## src/rtl/cache_fill_fsm.sv

```systemverilog
// -----------------------------------------------------------------------------
// cache_fill_fsm
//
// Miss-handling initiator between the cache controller and a pipelined data
// memory. When IDLE sees a miss it latches the block base address and enters
// FILL. FILL has two independent halves:
//   - a request stream that issues one read per cycle for every 16-bit word
//     of the block
//   - a return stream that writes each returned word into the data array
// After the last word lands, a single TAG cycle writes the tag/valid array.
//
// Ports
//   clk, rst            clock, synchronous active-high reset
//   miss_detected       cache miss indication, sampled only in IDLE
//   miss_address        byte address that missed
//   memory_data_valid   memory_data_in carries a returned word this cycle
//   memory_data_in      read data from memory
//   fsm_busy            high in FILL and TAG (registered)
//   memory_enable       read request strobe (registered)
//   memory_address      request byte address, bit 0 always 0 (registered)
//   write_data_array    write cache_data_out into word cache_word_index
//   cache_word_index    destination word within the block
//   cache_data_out      combinational pass-through of memory_data_in
//   write_tag_array     one-cycle tag/valid write (registered)
//   fill_done           one-cycle completion pulse, same cycle as tag write
// -----------------------------------------------------------------------------
module cache_fill_fsm #(
  parameter int ADDR_WIDTH  = 16,
  parameter int BLOCK_WORDS = 8,
  localparam int IDX_W      = $clog2(BLOCK_WORDS)
) (
  input  logic                  clk,
  input  logic                  rst,
  input  logic                  miss_detected,
  input  logic [ADDR_WIDTH-1:0] miss_address,
  input  logic                  memory_data_valid,
  input  logic [15:0]           memory_data_in,
  output logic                  fsm_busy,
  output logic                  memory_enable,
  output logic [ADDR_WIDTH-1:0] memory_address,
  output logic                  write_data_array,
  output logic [IDX_W-1:0]      cache_word_index,
  output logic [15:0]           cache_data_out,
  output logic                  write_tag_array,
  output logic                  fill_done
);

  typedef enum logic [1:0] {
    IDLE = 2'd0,
    FILL = 2'd1,
    TAG  = 2'd2
  } state_t;

  // A block spans BLOCK_WORDS * 2 bytes, so the low IDX_W+1 address bits
  // select the byte within the block and are cleared to form the base.
  localparam logic [ADDR_WIDTH-1:0] BLOCK_OFFSET_MASK =
    ADDR_WIDTH'((2 * BLOCK_WORDS) - 1);
  localparam logic [IDX_W-1:0] LAST_WORD = IDX_W'(BLOCK_WORDS - 1);

  state_t                  state;
  logic [IDX_W-1:0]        issue_cnt;   // word index currently on the request bus
  logic [IDX_W-1:0]        recv_cnt;    // words already written into the block
  logic [ADDR_WIDTH-1:0]   base;

  logic [ADDR_WIDTH-1:0]   miss_base;
  logic [IDX_W-1:0]        issue_inc;
  logic [ADDR_WIDTH-1:0]   next_req_addr;
  logic                    last_issue;
  logic                    last_recv;
  logic                    take_word;

  assign miss_base  = miss_address & ~BLOCK_OFFSET_MASK;
  assign issue_inc  = issue_cnt + IDX_W'(1);
  assign last_issue = (issue_cnt == LAST_WORD);
  assign last_recv  = (recv_cnt == LAST_WORD);

  // The base is block aligned, so the word offset can be OR-ed into the
  // cleared low bits; no carry can ever leave the block.
  assign next_req_addr = base | {{(ADDR_WIDTH-IDX_W-1){1'b0}}, issue_inc, 1'b0};

  // Returned words are written in the same cycle they arrive, so the write
  // strobe is decoded combinationally from the registered state. Reset
  // suppresses it so an aborted fill never writes during the reset cycle.
  assign take_word        = (state == FILL) && memory_data_valid && !rst;
  assign write_data_array = take_word;
  assign cache_word_index = recv_cnt;
  assign cache_data_out   = memory_data_in;

  always_ff @(posedge clk) begin
    if (rst) begin
      state           <= IDLE;
      issue_cnt       <= '0;
      recv_cnt        <= '0;
      base            <= '0;
      fsm_busy        <= 1'b0;
      memory_enable   <= 1'b0;
      memory_address  <= '0;
      write_tag_array <= 1'b0;
      fill_done       <= 1'b0;
    end else begin
      case (state)
        IDLE: begin
          write_tag_array <= 1'b0;
          fill_done       <= 1'b0;
          if (miss_detected) begin
            // The first request goes out in the first FILL cycle, so it is
            // registered here together with the state change.
            base           <= miss_base;
            issue_cnt      <= '0;
            recv_cnt       <= '0;
            memory_enable  <= 1'b1;
            memory_address <= miss_base;
            fsm_busy       <= 1'b1;
            state          <= FILL;
          end
        end

        FILL: begin
          // Request side: step through the block one word per cycle and
          // hold the last address once every word has been requested.
          if (memory_enable) begin
            if (last_issue) begin
              memory_enable <= 1'b0;
            end else begin
              issue_cnt      <= issue_inc;
              memory_address <= next_req_addr;
            end
          end

          // Return side: completion depends only on the number of valid
          // pulses, never on a latency assumption.
          if (memory_data_valid) begin
            recv_cnt <= recv_cnt + IDX_W'(1);
            if (last_recv) begin
              memory_enable   <= 1'b0;
              write_tag_array <= 1'b1;
              fill_done       <= 1'b1;
              state           <= TAG;
            end
          end
        end

        TAG: begin
          write_tag_array <= 1'b0;
          fill_done       <= 1'b0;
          fsm_busy        <= 1'b0;
          state           <= IDLE;
        end

        default: begin
          memory_enable   <= 1'b0;
          write_tag_array <= 1'b0;
          fill_done       <= 1'b0;
          fsm_busy        <= 1'b0;
          state           <= IDLE;
        end
      endcase
    end
  end

endmodule

```

## config.mk

```make
export PLATFORM = sky130hd
export DESIGN_NAME = cache_fill_fsm
export DESIGN_NICKNAME = d
export VERILOG_FILES = /design/src/rtl/cache_fill_fsm.sv
export SDC_FILE = /design/constraint.sdc
export NUM_CORES = 1
export LEC_CHECK = 0
export ABC_AREA = 0
export CORE_ASPECT_RATIO = 0.75
export CORE_MARGIN = 2
export CORE_UTILIZATION = 44
export DETAILED_ROUTE_END_ITERATION = 12
export HOLD_SLACK_MARGIN = 0.15
export PLACE_DENSITY_LB_ADDON = 0.15
export REMOVE_ABC_BUFFERS = 1
export SYNTH_ARGS = -nofsm -noshare
export SYNTH_HDL_FRONTEND = slang
export SYNTH_SLANG_ARGS = --single-unit
```

## constraint.sdc

```tcl
create_clock -name clk -period 4.35 [get_ports clk]
set_input_delay 1.0875 -clock clk [delete_from_list [all_inputs] [get_ports clk]]
set_output_delay 1.0875 -clock clk [all_outputs]
set_load 0.03 [all_outputs]
```

==> results of run 1 <==
[cells by family after synthesis]
group	count (synthesis)	share of synthesized area
adder cells (fa/ha/maj)	4	0.0297
AO/OA/AOI/OAI	34	0.154
other	1	0.00222
AND/OR/NAND/NOR	59	0.188
flip-flops	35	0.415
buffers and inverters	31	0.132
multiplexers	13	0.0779
[layout make-up]
type / instances / area (um^2) / share of cell area
Clock buffer: 8 / 100 / 0.0492
Multi-Input combinational cell: 111 / 763 / 0.375
Timing Repair Buffer: 41 / 400 / 0.197
Inverter: 1 / 3.75 / 0.00185
Tap cell: 52 / 65.1 / 0.0320
Sequential cell: 35 / 701 / 0.345
[worst min path at each step]
stage / start / to / slack, ps / cells after the start
5_1_grt: base[14] / base[14] / 470 / 2
3_3_place_gp: base[9] / base[9] / 440 / 2
4_1_cts: base[9] / base[9] / 460 / 2
2_1_floorplan: base[10] / base[10] / 430 / 2
6_report: base[14] / base[14] / 460 / 2
3_5_place_dp: base[9] / base[9] / 450 / 2
[tightest hold or removal path: cells and delay by family, from the launching register on]
family	cells	cell delay (ps)
flops	1	310
simple gates	1	50
compound gates	1	50
[per-stage QoR]
stage / hold WS (ps) / area, um^2 / utilization
6_report: 457 / 2030 / 0.555
5_1_grt: 470 / 2030 / 0.555
4_1_cts: 459 / 2030 / 0.555
3_5_place_dp: 449 / 1930 / 0.528
3_3_place_gp: 441 / 1930 / 0.528
2_1_floorplan: 430 / 1470 / -
[placed cells by master (no fill, tap or decap), types with 3 or more instances in the layout]
cell type / instances
mux2i_1: 12
ha_1: 4
a21oi_1: 18
nand2_1: 27
clkdlybuf4s50_1: 37
a211oi_1: 3
dfxtp_1: 35
nor3_1: 15
a211oi_2: 10
buf_4: 4
clkbuf_8: 7
nand3_1: 3
[layer usage]
metal,vias to the layer above,part of all wire,GRT usage
met3,9,0.098,0.0957
met5,-,0,0
met1,602,0.45,0.234
li1,634,-,-
met2,60,0.43,0.262
met4,0,0.018,0.100
[power by group]
group	total, uW	internal [uW]	switching (uW)	leakage (uW)
clock	257	144	112	0.0000515
sequential	354	342	11.9	0.000288
combinational	158	69.2	88.6	0.000410
total	769	556	213	0.000749
[registers in the layout (all words and copies together), names as in the netlist]
register	flops
base	12
cache_word_index	3
fill_done	1
fsm_busy	1
issue_cnt	2
memory_address	13
memory_enable	1
state	2
==> flow_metrics.env, run 1 <==
export IMPL_status="finished clean"
export IMPL_finalSetupViolations=0
export IMPL_die_y_um=57.6
export IMPL_async_flop_share=0
export IMPL_cts_resized=0
export IMPL_cts_setup_buffers=0
export IMPL_synth_edff_count=0
export IMPL_synth_common_cells="35 x dfxtp_1, 27 x nand2_1, 19 x buf_4, 18 x a21oi_1, 15 x nor3_1"
export IMPL_ant_nets=0
export IMPL_worstPathArrival_ps=2180
export IMPL_clkLatencyLatePin_ps=280
export IMPL_track_usage=0.187
export IMPL_finClkSkew_ps=3.35
export IMPL_r2r_slack_ps=1830
export IMPL_leakagePower_uw=0.000749
export IMPL_finalNetCount=235
export IMPL_required_ps=3260
export IMPL_clkSlewWorstSetupHoldPaths_ps=70
export IMPL_cts_path_max_buffers=2
export IMPL_clk_root_buffer_cell="clkbuf_8"
export IMPL_cts_sinks=35
export IMPL_fp_row_count=19
export IMPL_drtIter0Drc=26
export IMPL_synth_area_leaders="dfxtp_1 42%, buf_4 8.5%, a211oi_2 7.4%, mux2i_1 7.1%, nand2_1 6.0%"
export IMPL_core_region_area_um2=3660
export IMPL_dp_hpwl_um=2490
export IMPL_netlist_instances=177
export IMPL_place_ws_ps=1040
export IMPL_synth_cell_type_count=32
export IMPL_n_antenna_cell=0
export IMPL_end_kind="primary output"
export IMPL_cts_htree_levels=2
export IMPL_vias=1305
export IMPL_syn_area_um2=1690
export IMPL_max_stage_delay_ps=440
export IMPL_portBuffers=38
export IMPL_timing_final_ws_setup_ps=1080
export IMPL_yosys_register_bits=35
export IMPL_place_gp_congestion=0.711
export IMPL_finalMaxSlewViolations=0
export IMPL_ys_warn_count=0
export IMPL_finalWirelength_um=3710
export IMPL_min_period_over_period=0.752
export IMPL_crit_chain="clkdlybuf4s50_1 > nor3b_1 > and2_1 > buf_4"
export IMPL_ir_worst_vdd_mv=0.210
export IMPL_yosysMostFrequentCell="dfxtp_1"
export IMPL_syn2layout_area_growth_pct=20.5
export IMPL_crit_fanout=4
export IMPL_die_width_um=75.5
export IMPL_grt_max_degree=32
export IMPL_slew_headroom=0.447
export IMPL_cap_violations=0
export IMPL_critPathLaunchType="input pin"
export IMPL_grt_pass1_wl_um=5980
export IMPL_rsz0062_at_grt="false"
export IMPL_p_total_uw=769
export IMPL_crit_end="write_data_array"
export IMPL_detail_route_wl_per_cell_um=15.0
export IMPL_grt_pass1_vias=1285
export IMPL_layout_cells_non_filler=248
export IMPL_firstDrtPassIters=4
export IMPL_fmax_ghz=0.306
export IMPL_worstReg2RegStart="issue_cnt[0]"
export IMPL_initial_utilization=0.461
export IMPL_cts_made_buffers=5
export IMPL_synth_top_area_cell="dfxtp_1"
export IMPL_reg2regPathDepth=5
export IMPL_synth_top_area_share=0.415
export IMPL_critPathKind="in2out"
export IMPL_cts_tree="built"
export IMPL_setup_tns_ps=0
export IMPL_grt_overflow=0
export IMPL_holdBufCountCts=0
export IMPL_drive_gt1_frac=0.122
export IMPL_io_pins=76
export IMPL_ys_flop_type="dfxtp_1"
export IMPL_worstReg2RegEnd="memory_address[4]"
export IMPL_hold_path_class="reg2reg"
export IMPL_drc=0
export IMPL_ys_seq_area_frac=0.415
export IMPL_critical_path_top_delay_family="buffers and inverters"
export IMPL_fp_dieArea_um2=4350
export IMPL_viasPerCell=5.26
export IMPL_cp_startpoint="rst"
export IMPL_dpl_cell_count=240
export IMPL_tightest_slew_ps=828
export IMPL_worst_path_stages=4
export IMPL_cp_slowest_cell="clkdlybuf4s50_1"
export IMPL_fill_cells=340
export IMPL_cp_num_buf_inv=2
export IMPL_power_per_cell_area_nw_per_um2=378
export IMPL_synth_avg_cell_area_um2=9.53
export IMPL_antenna_found_initial=0
export IMPL_hold_viol=0
export IMPL_min_period_ps=3270
No activity file was read; power rests on OpenSTA's default activity.
==> run 2: changes to the inputs <==
--- a/config.mk
+++ b/config.mk
@@ -8,7 +8,7 @@
 export ABC_AREA = 0
 export CORE_ASPECT_RATIO = 0.75
 export CORE_MARGIN = 2
-export CORE_UTILIZATION = 44
+export CORE_UTILIZATION = 41
 export DETAILED_ROUTE_END_ITERATION = 12
 export HOLD_SLACK_MARGIN = 0.15
 export PLACE_DENSITY_LB_ADDON = 0.15
==> constraint.sdc (replaced) <==
create_clock -name clk -period 3.1 [get_ports clk]
set_input_delay 0.775 -clock clk [delete_from_list [all_inputs] [get_ports clk]]
set_output_delay 0.775 -clock clk [all_outputs]
set_load 0.03 [all_outputs]
==> run 2 against run 1 <==
Via count down 0.84%. Final cell count up 2.0%. Register-to-register slack worse by 810 ps. Non-clock buffer count up 2.
==> flow_metrics.env, run 2 (synthesis results as in run 1) <==
export IMPL_status="finished clean"
export IMPL_drive_gt1_frac=0.131
export IMPL_syn2layout_area_growth_pct=21.7
export IMPL_regMostFlops="memory_address"
export IMPL_placed_cell_area_um2=1950
export IMPL_detail_route_wl_per_cell_um=14.7
export IMPL_power_per_cell_area_nw_per_um2=529
export IMPL_ant_nets=0
export IMPL_cts_resized=0
export IMPL_min_period_over_period=0.857
export IMPL_die_y_um=59.5
export IMPL_critical_path_top_delay_family="buffers and inverters"
export IMPL_leakagePower_uw=0.000760
export IMPL_final_common_cell="clkdlybuf4s50_1"
export IMPL_cts_made_buffers=5
export IMPL_clk_root_buffer_cell="clkbuf_8"
export IMPL_finalWirelength_um=3730
export IMPL_layout_cells_non_filler=253
export IMPL_cts_path_max_buffers=2
export IMPL_hold_viol=0
export IMPL_final_area_um2=2050
export IMPL_crit_chain="clkdlybuf4s50_1 > nor3b_1 > and2_1 > buf_4"
export IMPL_core_region_area_um2=4000
export IMPL_tightest_slew_ps=629
export IMPL_critPathLaunchType="input pin"
export IMPL_cts_setup_buffers=0
export IMPL_worstHoldPathCells=2
export IMPL_dpl_cell_count=245
export IMPL_io_pins=76
export IMPL_die_width_um=78.1
export IMPL_holdBufCountCts=0
export IMPL_drc=0
export IMPL_portBuffers=38
export IMPL_n_antenna_cell=0
export IMPL_final_cell_mix="37 x clkdlybuf4s50_1, 35 x dfxtp_1, 27 x nand2_1"
export IMPL_rsz0062_at_grt="false"
export IMPL_r2r_slack_ps=1020
export IMPL_end_kind="primary output"
export IMPL_vias=1294
export IMPL_max_stage_delay_ps=440
export IMPL_finClkSkew_ps=2.63
export IMPL_worstHoldStart="base[7]"
export IMPL_firstDrtPassIters=7
export IMPL_fp_dieArea_um2=4650
export IMPL_required_ps=2320
export IMPL_dp_hpwl_um=2490
export IMPL_cts_htree_levels=2
export IMPL_fmax_ghz=0.377
export IMPL_largest_reg_flops=13
export IMPL_cts_sinks=35
export IMPL_min_period_ps=2660
export IMPL_initial_utilization=0.421
export IMPL_cp_slowest_cell="clkdlybuf4s50_1"
export IMPL_drtIter0Drc=78
export IMPL_hold_path_endpoint="base[7]"
export IMPL_worstPathArrival_ps=1880
export IMPL_worstReg2RegEnd="memory_address[10]"
export IMPL_track_usage=0.168
export IMPL_grt_max_degree=32
export IMPL_setup_tns_ps=0
export IMPL_cp_num_buf_inv=2
export IMPL_finalMaxSlewViolations=0
export IMPL_place_gp_congestion=0.719
export IMPL_grt_overflow=0
export IMPL_viasPerCell=5.11
export IMPL_finalSetupViolations=0
export IMPL_antenna_found_initial=0
export IMPL_ir_worst_vdd_mv=0.304
export IMPL_finalNetCount=237
export IMPL_cap_violations=0
export IMPL_worstReg2RegStart="issue_cnt[0]"
export IMPL_fill_cells=365
export IMPL_slew_headroom=0.580
export IMPL_grt_pass1_wl_um=5780
export IMPL_fp_row_count=20
export IMPL_critPathKind="in2out"
export IMPL_holdWs_ps=456
export IMPL_reg2regPathDepth=7
export IMPL_clkLatencyLatePin_ps=280
export IMPL_cts_tree="built"
export IMPL_crit_fanout=4
export IMPL_grt_pass1_vias=1194
export IMPL_hold_path_class="reg2reg"
export IMPL_clkSlewWorstSetupHoldPaths_ps=70
[run 2: layout make-up]
cell class | instances | area (um^2) | area share
Clock buffer | 8 | 100 | 0.0488
Multi-Input combinational cell | 111 | 763 | 0.372
Tap cell | 55 | 68.8 | 0.0335
Inverter | 1 | 3.75 | 0.00183
Sequential cell | 35 | 701 | 0.341
Timing Repair Buffer | 43 | 415 | 0.202
[run 2: power breakdown]
part	switching, uW	internal (uW)
sequential	16.6	480
clock	162	203
combinational	125	99.3
total	303	782
[run 2: tightest hold or removal path: stages, from the launching register on]
cell and delay (ps):
dfxtp_1 310, nand2_1 50, a21oi_1 50
[run 2: worst max path at each step]
stage	startpoint	end	slack (ps)	cells after the start
finish	rst	write_data_array	440	4
global route	rst	write_data_array	390	4
CTS	rst	write_data_array	440	4
detailed placement	rst	write_data_array	430	4
global placement	rst	write_data_array	450	4
floorplan	state[0]	write_data_array	840	2
[run 2: stage by stage]
step / worst slack [ps] / total power [uW] / util
2_1_floorplan: 840 / 636 / -
3_3_place_gp: 445 / 726 / 0.488
3_5_place_dp: 434 / 732 / 0.488
4_1_cts: 438 / 1090 / 0.513
5_1_grt: 392 / 1140 / 0.513
6_report: 445 / 1090 / 0.513
[run 2: routing by layer]
| metal | GRT usage | part of all wire | vias to the layer above |
|---|---|---|---|
| met5 | 0.0333 | 0 | - |
| met4 | 0.0476 | 0.0048 | 0 |
| met3 | 0.105 | 0.094 | 2 |
| met2 | 0.234 | 0.43 | 56 |
| met1 | 0.212 | 0.47 | 599 |
| li1 | - | - | 637 |
==> run 3: changes to the inputs <==
--- a/config.mk
+++ b/config.mk
@@ -6,7 +6,6 @@
 export NUM_CORES = 1
 export LEC_CHECK = 0
 export ABC_AREA = 0
-export CORE_ASPECT_RATIO = 0.75
 export CORE_MARGIN = 2
 export CORE_UTILIZATION = 41
 export DETAILED_ROUTE_END_ITERATION = 12
==> run 3 against run 2 <==
Worst hold slack barely moved. Final cell count is 2.4% lower. Via count shrank 0.23%. Register-to-register slack worse by 90 ps. Sequential power is essentially flat. Combinational power hardly changed. Critical path type unchanged. Largest power group unchanged.
==> flow_metrics.env, run 3 (synthesis results as in run 1) <==
export IMPL_critPathKind="in2out"
export IMPL_drc=0
export IMPL_hold_viol=0
export IMPL_place_gp_congestion=0.707
export IMPL_fp_dieArea_um2=4640
export IMPL_p_int_uw=898
export IMPL_final_area_um2=2070
export IMPL_finalWirelength_um=3680
export IMPL_drtIter0Drc=37
export IMPL_cts_tree="built"
export IMPL_cp_slowest_cell="clkdlybuf4s50_1"
export IMPL_min_period_over_period=0.896
export IMPL_clkLatencyLatePin_ps=290
export IMPL_cts_made_buffers=5
export IMPL_finalSetupViolations=0
export IMPL_core_region_area_um2=3970
export IMPL_required_ps=2320
export IMPL_regMostFlops="memory_address"
export IMPL_tightest_slew_ps=660
export IMPL_p_total_uw=1200
export IMPL_antenna_found_initial=0
export IMPL_detail_route_wl_per_cell_um=14.9
export IMPL_clk_root_buffer_cell="clkbuf_8"
export IMPL_cap_violations=0
export IMPL_ir_worst_vdd_mv=0.329
export IMPL_initial_utilization=0.425
export IMPL_final_core_util=0.522
export IMPL_rsz0062_at_grt="false"
export IMPL_status="finished clean"
export IMPL_pwr_share_seq=0.413
export IMPL_slew_headroom=0.560
export IMPL_portBuffers=38
export IMPL_min_period_ps=2780
export IMPL_p_comb_frac=0.184
export IMPL_cp_num_buf_inv=2
export IMPL_grt_max_degree=32
export IMPL_placed_cell_area_um2=1940
export IMPL_cts_sinks=35
export IMPL_track_usage=0.180
export IMPL_cts_htree_levels=2
export IMPL_swShare=0.253
export IMPL_cts_path_max_buffers=2
export IMPL_finClkSkew_ps=7.11
export IMPL_setup_tns_ps=0
export IMPL_grt_pass1_vias=1202
export IMPL_die_width_um=68.1
export IMPL_grt_pass1_wl_um=6060
export IMPL_grt_overflow=0
export IMPL_fmax_ghz=0.360
export IMPL_holdBufCountCts=0
export IMPL_largest_reg_flops=13
export IMPL_fp_row_count=23
export IMPL_clkSlewWorstSetupHoldPaths_ps=70
export IMPL_worstPathArrival_ps=2000
export IMPL_final_common_cell="clkdlybuf4s50_1"
export IMPL_firstDrtPassIters=4
export IMPL_n_antenna_cell=0
export IMPL_dp_hpwl_um=2500
export IMPL_cts_resized=0
export IMPL_cts_setup_buffers=0
export IMPL_finalNetCount=236
export IMPL_die_y_um=68.1
export IMPL_syn2layout_area_growth_pct=23.0
export IMPL_viasPerCell=5.23
export IMPL_fill_cells=358
export IMPL_hold_path_class="reg2reg"
export IMPL_io_pins=76
export IMPL_crit_fanout=4
export IMPL_end_kind="primary output"
export IMPL_leakagePower_uw=0.000768
export IMPL_vias=1291
export IMPL_switchingPower_uw=304
export IMPL_max_stage_delay_ps=450
export IMPL_final_cell_mix="37 x clkdlybuf4s50_1, 35 x dfxtp_1, 27 x nand2_1"
export IMPL_critical_path_top_delay_family="simple AND/OR/NAND/NOR gates"
export IMPL_crit_chain="clkdlybuf4s50_1 > nor3b_1 > and2_1 > buf_4"
export IMPL_drive_gt1_frac=0.132
export IMPL_finalMaxSlewViolations=0
export IMPL_power_per_cell_area_nw_per_um2=579
export IMPL_ant_nets=0
export IMPL_clkPwrFrac=0.403
export IMPL_critPathLaunchType="input pin"
[run 3: cell types whose count changed in the layout (fill, tap and decap cells not counted)]
| cell | previous run | this run |
|---|---|---|
| bufinv_16 | 0 | 2 |
| clkbuf_8 | 7 | 5 |
| buf_4 | 6 | 5 |
| clkbuf_1 | 1 | 0 |
| clkinvlp_4 | 0 | 1 |
[run 3: layout make-up]
type	count	area, um^2	area share
Multi-Input combinational cell	111	763	0.368
Sequential cell	35	701	0.338
Timing Repair Buffer	42	408	0.197
Clock buffer	5	68.8	0.0332
Clock inverter	3	67.6	0.0326
Tap cell	50	62.6	0.0302
Inverter	1	3.75	0.00181
[run 3: worst min-delay path: stages (launching register included)]
cell     delay, ps
dfxtp_1        310
nand2_1         50
a21oi_1         50
[run 3: final timing paths]
check / start / to / slack [ps] / cells after the start
worst max-delay path: rst / write_data_array / 320 / 4
worst min-delay path: base[4] / base[4] / 460 / 2
worst max register to register: issue_cnt[0] / memory_address[15] / 930 / 6
worst min register to register: base[4] / base[4] / 460 / 2
[run 3: power groups by stage]
stage,Combinational [uW],Sequential [uW],Clock [uW]
floorplan,86.4,549,0
global placement,219,505,0
detailed placement,223,506,0
CTS,224,496,494
global route,240,500,517
finish,221,496,485
[run 3: stage by stage]
step | std cells | setup slack, ps | hold slack (ps)
2_1_floorplan | 147 | 840 | 430
3_3_place_gp | 239 | 364 | 441
3_5_place_dp | 239 | 346 | 446
4_1_cts | 247 | 346 | 456
5_1_grt | 247 | 311 | 469
6_report | 247 | 323 | 456
[run 3: routing by layer]
layer,routed length [um],vias to the layer above,GRT usage
li1,-,633,-
met1,1700,592,0.230
met2,1610,62,0.256
met3,332,4,0.0921
met4,38,0,0.0675
met5,0,-,0
